File: config.mk
export PLATFORM = sky130hd
export DESIGN_NAME = writeback_arbiter_flat
export DESIGN_NICKNAME = d
export VERILOG_FILES = /design/src/rtl/writeback_arbiter_pkg.sv /design/src/rtl/writeback_arbiter_if.sv /design/src/rtl/writeback_arbiter_fifo.sv /design/src/rtl/writeback_arbiter.sv /design/src/flat_wrapper.sv
export SDC_FILE = /design/constraint.sdc
export NUM_CORES = 1
export LEC_CHECK = 0
export BUFFER_PORTS_ARGS = -buffer_cell sky130_fd_sc_hd__buf_2
export CAP_MARGIN = 30
export CORE_MARGIN = 2
export CORE_UTILIZATION = 50
export DETAILED_ROUTE_END_ITERATION = 8
export GPL_ROUTABILITY_DRIVEN = 0
export PLACE_DENSITY = 0.77
export SETUP_SLACK_MARGIN = 0.1
export SYNTH_ARGS = -nofsm -noshare
export SYNTH_HDL_FRONTEND = slang
export SYNTH_SLANG_ARGS = --single-unit
File: constraint.sdc
create_clock -name clk -period 2.7 [get_ports clk]
set_input_delay 0 -clock clk [delete_from_list [all_inputs] [get_ports clk]]
set_output_delay 0 -clock clk [all_outputs]
set_load 0.05 [all_outputs]
File: src/rtl/writeback_arbiter_pkg.sv
// Shared CPU constants and types for the register-file writeback path.
package writeback_arbiter_pkg;

  localparam int CPU_DATA_W = 16;
  localparam int CPU_ADDR_W = 4;

  typedef enum logic [1:0] {
    IDLE  = 2'd0,
    PEND  = 2'd1,
    FORCE = 2'd2
  } wb_state_t;

  typedef struct packed {
    logic [CPU_ADDR_W-1:0] rd;
    logic [CPU_DATA_W-1:0] data;
  } wb_req_t;

endpackage

File: src/rtl/writeback_arbiter_if.sv
// Pipeline writeback, MC result handshake and register-file write port bundle.
interface writeback_arbiter_if
  import writeback_arbiter_pkg::*;
#(
  parameter int DATA_W = CPU_DATA_W,
  parameter int ADDR_W = CPU_ADDR_W
);
  logic              wb_valid;
  logic              wb_sel;
  logic [ADDR_W-1:0] wb_rd;
  logic [DATA_W-1:0] mem_data;
  logic [DATA_W-1:0] alu_result;
  logic              mc_valid;
  logic              mc_ready;
  logic [ADDR_W-1:0] mc_rd;
  logic [DATA_W-1:0] mc_data;
  logic              stall_pipe;
  logic              rf_we;
  logic [ADDR_W-1:0] rf_addr;
  logic [DATA_W-1:0] rf_wdata;
  logic              busy;

  modport master (
    output wb_valid, wb_sel, wb_rd, mem_data, alu_result,
    output mc_valid, mc_rd, mc_data,
    input  mc_ready, stall_pipe, rf_we, rf_addr, rf_wdata, busy
  );

  modport slave (
    input  wb_valid, wb_sel, wb_rd, mem_data, alu_result,
    input  mc_valid, mc_rd, mc_data,
    output mc_ready, stall_pipe, rf_we, rf_addr, rf_wdata, busy
  );
endinterface

File: src/rtl/writeback_arbiter_fifo.sv
// Small power-of-two FIFO buffering MC results; full/empty come from a registered count.
module wb_result_fifo #(
  parameter  int WIDTH = 20,
  parameter  int DEPTH = 2,
  localparam int PTR_W = $clog2(DEPTH),
  localparam int CNT_W = PTR_W + 1
) (
  input  logic             clk,
  input  logic             rst,
  input  logic             i_push,
  input  logic [WIDTH-1:0] i_din,
  input  logic             i_pop,
  output logic [WIDTH-1:0] o_dout,
  output logic [CNT_W-1:0] o_count,
  output logic             o_full,
  output logic             o_empty
);
  logic [WIDTH-1:0] r_mem [DEPTH];
  logic [PTR_W-1:0] r_wr_ptr;
  logic [PTR_W-1:0] r_rd_ptr;
  logic [CNT_W-1:0] r_count;
  logic             w_push;
  logic             w_pop;

  assign o_full  = (r_count == CNT_W'(DEPTH));
  assign o_empty = (r_count == '0);
  assign o_count = r_count;
  assign o_dout  = r_mem[r_rd_ptr];
  assign w_push  = i_push && !o_full;
  assign w_pop   = i_pop && !o_empty;

  // Pointers wrap naturally because DEPTH is a power of two.
  always_ff @(posedge clk or negedge rst) begin
    if (!rst) begin
      r_wr_ptr <= '0;
      r_rd_ptr <= '0;
      r_count  <= '0;
    end else begin
      if (w_push) r_wr_ptr <= r_wr_ptr + PTR_W'(1);
      if (w_pop)  r_rd_ptr <= r_rd_ptr + PTR_W'(1);
      case ({w_push, w_pop})
        2'b10:   r_count <= r_count + CNT_W'(1);
        2'b01:   r_count <= r_count - CNT_W'(1);
        default: r_count <= r_count;
      endcase
    end
  end

  always_ff @(posedge clk) begin
    if (w_push) r_mem[r_wr_ptr] <= i_din;
  end
endmodule

File: src/rtl/writeback_arbiter.sv
// Arbitrates the single register-file write port between pipeline writeback and
// buffered MC results, forcing a one-cycle pipeline stall when the MC head starves.
module writeback_arbiter
  import writeback_arbiter_pkg::*;
#(
  parameter int DATA_W       = CPU_DATA_W,
  parameter int ADDR_W       = CPU_ADDR_W,
  parameter int FIFO_DEPTH   = 2,
  parameter int STARVE_LIMIT = 4
) (
  input logic               clk,
  input logic               rst,
  writeback_arbiter_if.slave bus
);
  localparam int CNT_W = $clog2(FIFO_DEPTH) + 1;
  localparam int STV_W = $clog2(STARVE_LIMIT + 1);

  wb_state_t                r_state;
  wb_state_t                w_state_nxt;
  logic [STV_W-1:0]         r_starve;
  logic [STV_W-1:0]         w_starve_nxt;
  logic                     w_full;
  logic                     w_empty;
  logic [CNT_W-1:0]         w_count;
  logic [CNT_W-1:0]         w_count_nxt;
  logic [ADDR_W+DATA_W-1:0] w_head;
  logic                     w_grant_wb;
  logic                     w_grant_head;
  logic                     w_grant_byp;
  logic                     w_enq;
  logic [ADDR_W-1:0]        w_addr;
  logic [DATA_W-1:0]        w_data;
  logic                     r_rf_we;
  logic [ADDR_W-1:0]        r_rf_addr;
  logic [DATA_W-1:0]        r_rf_wdata;

  wb_result_fifo #(
    .WIDTH (ADDR_W + DATA_W),
    .DEPTH (FIFO_DEPTH)
  ) u_fifo (
    .clk     (clk),
    .rst     (rst),
    .i_push  (w_enq),
    .i_din   ({bus.mc_rd, bus.mc_data}),
    .i_pop   (w_grant_head),
    .o_dout  (w_head),
    .o_count (w_count),
    .o_full  (w_full),
    .o_empty (w_empty)
  );

  // Grant selection: forced head, then pipeline, then head, then MC bypass.
  always_comb begin
    w_grant_wb   = 1'b0;
    w_grant_head = 1'b0;
    w_grant_byp  = 1'b0;
    w_addr       = '0;
    w_data       = '0;
    if (r_state == FORCE) begin
      w_grant_head = 1'b1;
      {w_addr, w_data} = w_head;
    end else if (bus.wb_valid) begin
      w_grant_wb = 1'b1;
      w_addr     = bus.wb_rd;
      w_data     = bus.wb_sel ? bus.alu_result : bus.mem_data;
    end else if (!w_empty) begin
      w_grant_head = 1'b1;
      {w_addr, w_data} = w_head;
    end else if (bus.mc_valid) begin
      w_grant_byp = 1'b1;
      w_addr      = bus.mc_rd;
      w_data      = bus.mc_data;
    end else begin
      w_grant_wb = 1'b0;
    end
  end

  assign w_enq = bus.mc_valid && !w_full && !w_grant_byp;

  // Starvation counter and next-state logic from the projected FIFO occupancy.
  always_comb begin
    w_starve_nxt = r_starve;
    w_count_nxt  = w_count;
    w_state_nxt  = r_state;
    if (w_empty || w_grant_head) begin
      w_starve_nxt = '0;
    end else if (r_starve != STV_W'(STARVE_LIMIT)) begin
      w_starve_nxt = r_starve + STV_W'(1);
    end else begin
      w_starve_nxt = r_starve;
    end
    if (w_enq && !w_grant_head) begin
      w_count_nxt = w_count + CNT_W'(1);
    end else if (!w_enq && w_grant_head) begin
      w_count_nxt = w_count - CNT_W'(1);
    end else begin
      w_count_nxt = w_count;
    end
    case (r_state)
      FORCE: w_state_nxt = (w_count_nxt != '0) ? PEND : IDLE;
      default: begin
        if ((r_starve == STV_W'(STARVE_LIMIT)) && bus.wb_valid) begin
          w_state_nxt = FORCE;
        end else begin
          w_state_nxt = (w_count_nxt != '0) ? PEND : IDLE;
        end
      end
    endcase
  end

  // State, starvation counter and registered write port.
  always_ff @(posedge clk or negedge rst) begin
    if (!rst) begin
      r_state    <= IDLE;
      r_starve   <= '0;
      r_rf_we    <= 1'b0;
      r_rf_addr  <= '0;
      r_rf_wdata <= '0;
    end else begin
      r_state  <= w_state_nxt;
      r_starve <= w_starve_nxt;
      r_rf_we  <= w_grant_wb || w_grant_head || w_grant_byp;
      if (w_grant_wb || w_grant_head || w_grant_byp) begin
        r_rf_addr  <= w_addr;
        r_rf_wdata <= w_data;
      end else begin
        r_rf_addr  <= r_rf_addr;
        r_rf_wdata <= r_rf_wdata;
      end
    end
  end

  assign bus.mc_ready   = !w_full;
  assign bus.busy       = !w_empty;
  assign bus.stall_pipe = (r_state == FORCE);
  assign bus.rf_we      = r_rf_we;
  assign bus.rf_addr    = r_rf_addr;
  assign bus.rf_wdata   = r_rf_wdata;
endmodule

File: src/flat_wrapper.sv
// flat-port wrapper written by rule: the top's interface ports become plain ports
module writeback_arbiter_flat import writeback_arbiter_pkg::*;
#(
  parameter int DATA_W       = CPU_DATA_W,
  parameter int ADDR_W       = CPU_ADDR_W,
  parameter int FIFO_DEPTH   = 2,
  parameter int STARVE_LIMIT = 4
)
  (clk, rst, bus_wb_valid, bus_wb_sel, bus_wb_rd, bus_mem_data, bus_alu_result, bus_mc_valid, bus_mc_rd, bus_mc_data, bus_mc_ready, bus_stall_pipe, bus_rf_we, bus_rf_addr, bus_rf_wdata, bus_busy);
  writeback_arbiter_if #(.DATA_W(DATA_W), .ADDR_W(ADDR_W)) bus_i ();
  input logic clk;
  input logic rst;
  input wire logic [$bits(bus_i.wb_valid)-1:0] bus_wb_valid;
  input wire logic [$bits(bus_i.wb_sel)-1:0] bus_wb_sel;
  input wire logic [$bits(bus_i.wb_rd)-1:0] bus_wb_rd;
  input wire logic [$bits(bus_i.mem_data)-1:0] bus_mem_data;
  input wire logic [$bits(bus_i.alu_result)-1:0] bus_alu_result;
  input wire logic [$bits(bus_i.mc_valid)-1:0] bus_mc_valid;
  input wire logic [$bits(bus_i.mc_rd)-1:0] bus_mc_rd;
  input wire logic [$bits(bus_i.mc_data)-1:0] bus_mc_data;
  output wire logic [$bits(bus_i.mc_ready)-1:0] bus_mc_ready;
  output wire logic [$bits(bus_i.stall_pipe)-1:0] bus_stall_pipe;
  output wire logic [$bits(bus_i.rf_we)-1:0] bus_rf_we;
  output wire logic [$bits(bus_i.rf_addr)-1:0] bus_rf_addr;
  output wire logic [$bits(bus_i.rf_wdata)-1:0] bus_rf_wdata;
  output wire logic [$bits(bus_i.busy)-1:0] bus_busy;
  assign bus_i.wb_valid = bus_wb_valid;
  assign bus_i.wb_sel = bus_wb_sel;
  assign bus_i.wb_rd = bus_wb_rd;
  assign bus_i.mem_data = bus_mem_data;
  assign bus_i.alu_result = bus_alu_result;
  assign bus_i.mc_valid = bus_mc_valid;
  assign bus_i.mc_rd = bus_mc_rd;
  assign bus_i.mc_data = bus_mc_data;
  assign bus_mc_ready = bus_i.mc_ready;
  assign bus_stall_pipe = bus_i.stall_pipe;
  assign bus_rf_we = bus_i.rf_we;
  assign bus_rf_addr = bus_i.rf_addr;
  assign bus_rf_wdata = bus_i.rf_wdata;
  assign bus_busy = bus_i.busy;
  writeback_arbiter #(.DATA_W(DATA_W), .ADDR_W(ADDR_W), .FIFO_DEPTH(FIFO_DEPTH), .STARVE_LIMIT(STARVE_LIMIT)) u_core (.clk(clk), .rst(rst), .bus(bus_i));
endmodule
### After elaboration in Yosys (flattened, before gate mapping)

Memory sizes are Yosys's and may differ from the RTL's.
Index checks and enable logic that the tools add are counted.

| storage, ports and cells | value |
|---|---|
| memories kept | 1 |
| bits in latches | 0 |
| memory bits (writable) | 40 |
| flip-flop bits (word level) | 30 |
| bits in read-only memories | 0 |
| word-level logic and storage cells | 67 |

Memories:

| name | depth | width | read ports | clocked after Yosys merged registers in | wr ports | RTL line | RTL |
|---|---|---|---|---|---|---|---|
| u_core.u_fifo.r_mem | 2 | 20 | 1 | 0 | 1 | writeback_arbiter_fifo.sv:18 | `logic [WIDTH-1:0] r_mem [DEPTH];` |

| operators by class | value |
|---|---|
| reductions and logical operators | 19 |
| $mul | 0 |
| shift-type cells | 0 |
| div/mod/pow operators | 0 |
| equality and inequality tests | 6 |
| bitwise logic cells | 0 |
| $add $sub $neg | 5 |
| mux-type cells | 28 |
| order comparisons | 0 |

Operators by type and width:

| kind | count |
|---|---|
| $mux 16 | 5 |
| $mux 4 | 4 |
| $mux 1 | 12 |
| $mux 2 | 4 |
| $logic_and 1x1->1 | 7 |
| $eq 2x2->1 const B | 3 |
| $mux 3 | 2 |
| $reduce_bool 2->1 | 3 |
| $logic_not 1->1 | 5 |
| $pmux 2 s2 | 1 |
| $add 3x1->3 const B | 1 |
| $eq 3x3->1 const B | 1 |
| $logic_or 1x1->1 | 3 |
| $ne 3x3->1 const B | 1 |
| $add 1x1->1 const B | 2 |
| $add 2x1->2 const B | 1 |
| $eq 2x1->1 const B | 1 |
| $logic_not 2->1 | 1 |
| $sub 2x1->2 const B | 1 |

### Depth between registers and ports, before layout

| logic depth | value |
|---|---|
| word-level depth | 14 |
| mapped depth | 7 |
| mapped depth without buffers | 7 |

### Modules after synthesis

From an unflattened synthesis, not the netlist that was laid out.

| second synthesis, totals | value |
|---|---|
| cells, all modules | 235 |
| area, all modules | 3195.6 sq um |

By module, submodules not included:

| module | sequential area each (sq um) | times used | cells each | area an instance (sq um) |
|---|---|---|---|---|
| wb_result_fifo | 1301.2 | 1 | 80 | 1637.8 |
| writeback_arbiter | 650.6 | 1 | 155 | 1557.7 |

### Worst setup path after synthesis

No wires, ideal clock.

| path | value |
|---|---|
| path type | register -> register |
| start | reg u_core.u_fifo.r_count[0], in the netlist u_core.u_fifo.o_count[0] |
| end | mem u_core.u_fifo.r_mem[0][0] (enable) |
| cell stages (with the launch flop) | 6 |
| library setup time | 397 ps |
| slack | 408 ps |
| clock period less this slack | 2292 ps |
| arrival | 1896 ps |
| cell sequence | dfrtp_1 > inv_1 > ha_1 > nor2b_1 > nand2_1 > nor2_1 |

| on the way | value |
|---|---|
| longest elaborated chain between the ends | 9 |

Ends and longest elaborated chain:

| item | RTL line | RTL |
|---|---|---|
| from (decl) | writeback_arbiter_fifo.sv:21 | `logic [CNT_W-1:0] r_count;` |
| from (signal assigned) | writeback_arbiter_fifo.sv:42 | `2'b10: r_count <= r_count + CNT_W'(1);` |
| from (signal assigned) | writeback_arbiter_fifo.sv:43 | `2'b01: r_count <= r_count - CNT_W'(1);` |
| from (signal assigned) | writeback_arbiter_fifo.sv:44 | `default: r_count <= r_count;` |
| $logic_not 2->1 | writeback_arbiter_fifo.sv:26 | `assign o_empty = (r_count == '0);` |
| $mux 1 | writeback_arbiter.sv:66 | `end else if (!w_empty) begin` |
| $mux 1 | writeback_arbiter.sv:62 | `end else if (bus.wb_valid) begin` |
| $mux 1 | writeback_arbiter.sv:59 | `if (r_state == FORCE) begin` |
| $logic_not 1->1 | writeback_arbiter.sv:78 | `assign w_enq = bus.mc_valid && !w_full && !w_grant_byp;` |
| $logic_and 1x1->1 | writeback_arbiter.sv:78 |  |
| $logic_and 1x1->1 * | writeback_arbiter_fifo.sv:29 | `assign w_push = i_push && !o_full;` |
| $mux 1 * | writeback_arbiter_fifo.sv:50 | `if (w_push) r_mem[r_wr_ptr] <= i_din;` |
| $mux 1 (not written as such) * | writeback_arbiter_fifo.sv:50 |  |
| to (decl) | writeback_arbiter_fifo.sv:18 |  |

Mark *: on every way between the ends. The rest lies on a longest branch, timed or not.

### Final worst setup path

| path | value |
|---|---|
| start | reg u_core.u_fifo.r_count[0], in the netlist u_core.u_fifo.o_count[0] |
| end | reg u_core.r_rf_wdata[12], in the netlist u_core.bus.rf_wdata[12] |

| on the way | value |
|---|---|
| longest elaborated chain between the ends | 6 |

Ends and longest elaborated chain:

| item | RTL line | RTL |
|---|---|---|
| $logic_not 2->1 * | writeback_arbiter_fifo.sv:26 |  |
| $mux 1 | writeback_arbiter.sv:66 |  |
| $mux 1 | writeback_arbiter.sv:62 |  |
| $mux 1 | writeback_arbiter.sv:59 |  |
| $logic_or 1x1->1 (2 in series) | writeback_arbiter.sv:123 | `if (w_grant_wb \|\| w_grant_head \|\| w_grant_byp) begin` |
| to (signal assigned) | writeback_arbiter.sv:125 | `r_rf_wdata <= w_data;` |
| to (signal assigned) | writeback_arbiter.sv:128 | `r_rf_wdata <= r_rf_wdata;` |
| to (decl) | writeback_arbiter.sv:35 | `logic [DATA_W-1:0] r_rf_wdata;` |

Marked as above.
A chain may end at the register's enable or synchronous reset.

==> summary.txt <==
Power
  – Flop pwr share: 0.376
  – Int Pwr: 2.63 mW
  – VDD IR-drop max: 508 uV
  – LEAKAGE: 1.86 nW
  – Overall Power: 4.35 mW
  – Combinational power share: 0.406
  – PwrDens: 1040 nW/um^2
  – Clock power share: 0.218
  – Sw Share: 0.397
  – P_sw: 1.73 mW

Timing
  – Worst-margin pin slew: 843 ps
  – Tmin final: 2170 ps
  – Worst relative slew slack: 0.438
  – RSZ-0062 raised after global routing: no
  – Hold Violations, Final: 1
  – Worst Skew: 14.5 ps
  – Endpoints failing setup: 0
  – Fmax: 461 MHz
  – Pins Over Slew Limit: 0
  – Setup TNS: 0 ps
  – Tcrit/Tclk final: 0.803
  – Hold WS: -2.78 ps
  – Fin worst setup slack: 531 ps

Yosys
  – Synth warn: 0
  – Mapped Avg Cell Area: 13.1 um^2
  – Post-synth cell types: 33
  – Synth area leaders: edfxtp_1, dfrtp_1, mux2i_1, o22a_1, nor2b_1
  – Post-synthesis sequential area ratio: 0.607
  – Synth area leader: edfxtp_1
  – Area share of the largest cell type after synthesis: 0.374
  – Mapped cell area: 3210 um^2
  – Mapped Nets: 311
  – Yosys reg bits: 70
  – Mapped Cells: 245

Global routing
  – Vias in the first global route: 2419
  – Overall routing resource usage: 0.218
  – First-pass GRT wire length: 11.9 mm
  – GRT overflow: 0
  – Antenna violations before repair: 0
  – Pin count of the biggest net entering global routing: 31

Clocking
  – CTS sink cnt: 70
  – Clock transition at path regs: 90 ps
  – Worst skew pair latency: 360 ps
  – CTS resizes: 0
  – Number of post-CTS setup repair buffers: 0
  – Root Buffer: clkbuf_8
  – CTS Buffer Depth: 2
  – TritonCTS clock tree: yes
  – H-tree depth: 3
  – CTS buffer count: 9

Placement
  – Place WS: 571 ps
  – Port Buffers: 84
  – Hpwl dp: 4.64 mm
  – Placed cell count: 397

Floorplan
  – Initial Util: 0.512
  – Die ar.: 7090 um^2
  – Die extent in y: 84.2 um
  – # IOs: 85
  – Num rows: 29
  – Die width: 84.2 um
  – Core Region: 6280 um^2

Critical path
  – Crit path DAT: 2400 ps
  – Worst setup startpoint: u_core.u_fifo.o_count[0]$_DFFE_PN0P_
  – Worst R2R Path Depth: 5
  – Critical path type: flop to flop
  – Crit Path Max Fanout: 22
  – Max incr delay on CP: 720 ps
  – Crit path launch type: flop
  – Slowest CP cell: o21a_1
  – Worst path cell trace: inv_1 -> ha_1 -> o21a_1 -> o22ai_1 -> o22a_1
  – Worst EP required: 2930 ps
  – RR Startpoint: u_core.u_fifo.o_count[0]$_DFFE_PN0P_
  – Crit path capture type: flop

Route
  – DRT met1 WL: 3.11 mm
  – DRT iter0 DRCs: 147
  – Residual DRC: 0
  – Total number of vias: 2333
  – Via/cell ratio: 5.33
  – WL/cell: 16.7 um
  – WL final: 7.33 mm
  – Max Used Layer: met4
  – Metal2 WL: 3.63 mm
  – Met3 WL post-DR: 404 um
  – Post-route ant nets: 0
  – Initial DRT Pass Iterations: 4

Finish
  – Seq. cell area: 1950 um^2
  – Share of cells above drive strength 1: 0.310
  – Layout fillers: 469
  – Area of the multi-input gates: 1140 um^2
  – Layout Cells excl Fill: 438
  – # diodes: 0
  – P&R area growth vs syn: 29.9%
  – Nets: 422

Status
  – Status: finished, violations left
  – Failing checks: negative hold slack

Min path
  – Cells on Worst Hold Path: 4
  – Hold Crit Start: bus_mem_data[9]
  – Hold Crit Class: input pin to flop

Flow run
  – MaxCap Viol Count: 0
final cells by class:
| class | count | share of cell area |
|---|---|---|
| flip-flops and latches | 70 | 0.467 |
| inverters | 11 | 0.00989 |
| clock inverters | 6 | 0.0204 |
| clock buffers | 10 | 0.0330 |
| repair buffers | 115 | 0.174 |
| well taps | 77 | 0.0231 |
| multi-input cells | 149 | 0.272 |
worst max-delay path, delay by kind of cell, from the launching register on:
kind                     cells  cell delay, ps
AO/OA/AOI/OAI                3            1190
adder cells (fa/ha/maj)      1             320
buffers and inverters        1             120
flip-flops                   1             420
what timing repair did:
action | in CTS | in global routing
endpoints found under the hold margin | 74 | 0
hold buffers | 25 | 0
endpoints found under the setup margin | 0 | 0
worst paths after layout:
path	slack, ps	end
min in group asynchronous	240	u_core.bus.rf_wdata[12]$_DFFE_PN0P_
worst min register to register	510	u_core.bus.rf_wdata[7]$_DFFE_PN0P_
max in group asynchronous	1970	u_core.bus.rf_wdata[8]$_DFFE_PN0P_
worst max register to register	530	u_core.bus.rf_wdata[12]$_DFFE_PN0P_
worst min-delay path	-3	u_core.bus.rf_wdata[9]$_DFFE_PN0P_
worst max-delay path	530	u_core.bus.rf_wdata[12]$_DFFE_PN0P_
power groups by stage:
| stage | combinational, mW | clock, mW | sequential (mW) |
|---|---|---|---|
| final | 1.77 | 0.950 | 1.63 |
| after global routing | 1.88 | 1.00 | 1.67 |
| after CTS | 1.77 | 0.957 | 1.63 |
| after detailed placement | 1.73 | 0 | 1.65 |
| after global placement | 1.70 | 0 | 1.64 |
| after floorplan | 0.856 | 0 | 2.09 |
placed cells by master (no fill, tap or decap), types with 3 or more instances in the layout:
cell and count:
edfxtp_1 40, dfrtp_1 30, nor2b_1 17, xnor2_1 4
dlygate4sd3_1 25, clkbuf_8 10, o22ai_1 17, o2bb2ai_1 4
buf_4 5, o22a_1 20, nand2_1 4, a21oi_1 4
inv_1 11, nor3_1 3, nor2_1 19, ha_1 5
mux2i_1 37, buf_2 84
sequential cells by signal (all words and copies together) (netlist names):
signal / count
u_core.bus.rf_addr: 4
u_core.bus.rf_wdata: 16
u_core.bus.rf_we: 1
u_core.r_starve: 3
u_core.r_state: 2
u_core.u_fifo.o_count: 2
u_core.u_fifo.r_mem: 40
u_core.u_fifo.r_rd_ptr: 1
u_core.u_fifo.r_wr_ptr: 1
cells in the mapped netlist:
library cell	instances
o22a_1	20
mux2_2	1
nor3_1	3
o22ai_1	17
or2_4	1
o21a_1	1
nand3b_2	1
edfxtp_1	40
ha_1	5
buf_2	4
inv_1	11
xnor2_1	4
and3_1	1
nand3_1	1
nor2b_1	17
buf_1	1
and2_0	1
o21ai_0	2
buf_6	2
nand2b_4	1
nand2_1	4
dfrtp_1	30
nand2b_1	1
a221oi_2	1
mux2i_1	37
clkbuf_1	5
nand3b_1	1
nor2_1	20
a21oi_1	4
clkbuf_4	1
xor2_1	1
buf_4	2
o2bb2ai_1	4
logic make-up after synthesis:
group	share of synthesized area
muxes	0.119
buffers and inverters	0.0401
AOI/OAI and AO/OA	0.115
xor gates and xnor gates	0.0136
and+or+nand+nor	0.0860
adders and majority gates	0.0195
DFF	0.607
metal layers:
layer  track usage  vias up
met4        0.0982        0
met3        0.0541       15
li1              -     1121
met2         0.356       68
met1         0.278     1129
met5             0        -
stage by stage:
step	util	cell area, um^2
floorplan	-	3210
global placement	0.590	3700
finish	0.665	4180
CTS	0.665	4180
global route	0.665	4180
detailed placement	0.590	3700
Power figures use the tool's default switching activity.
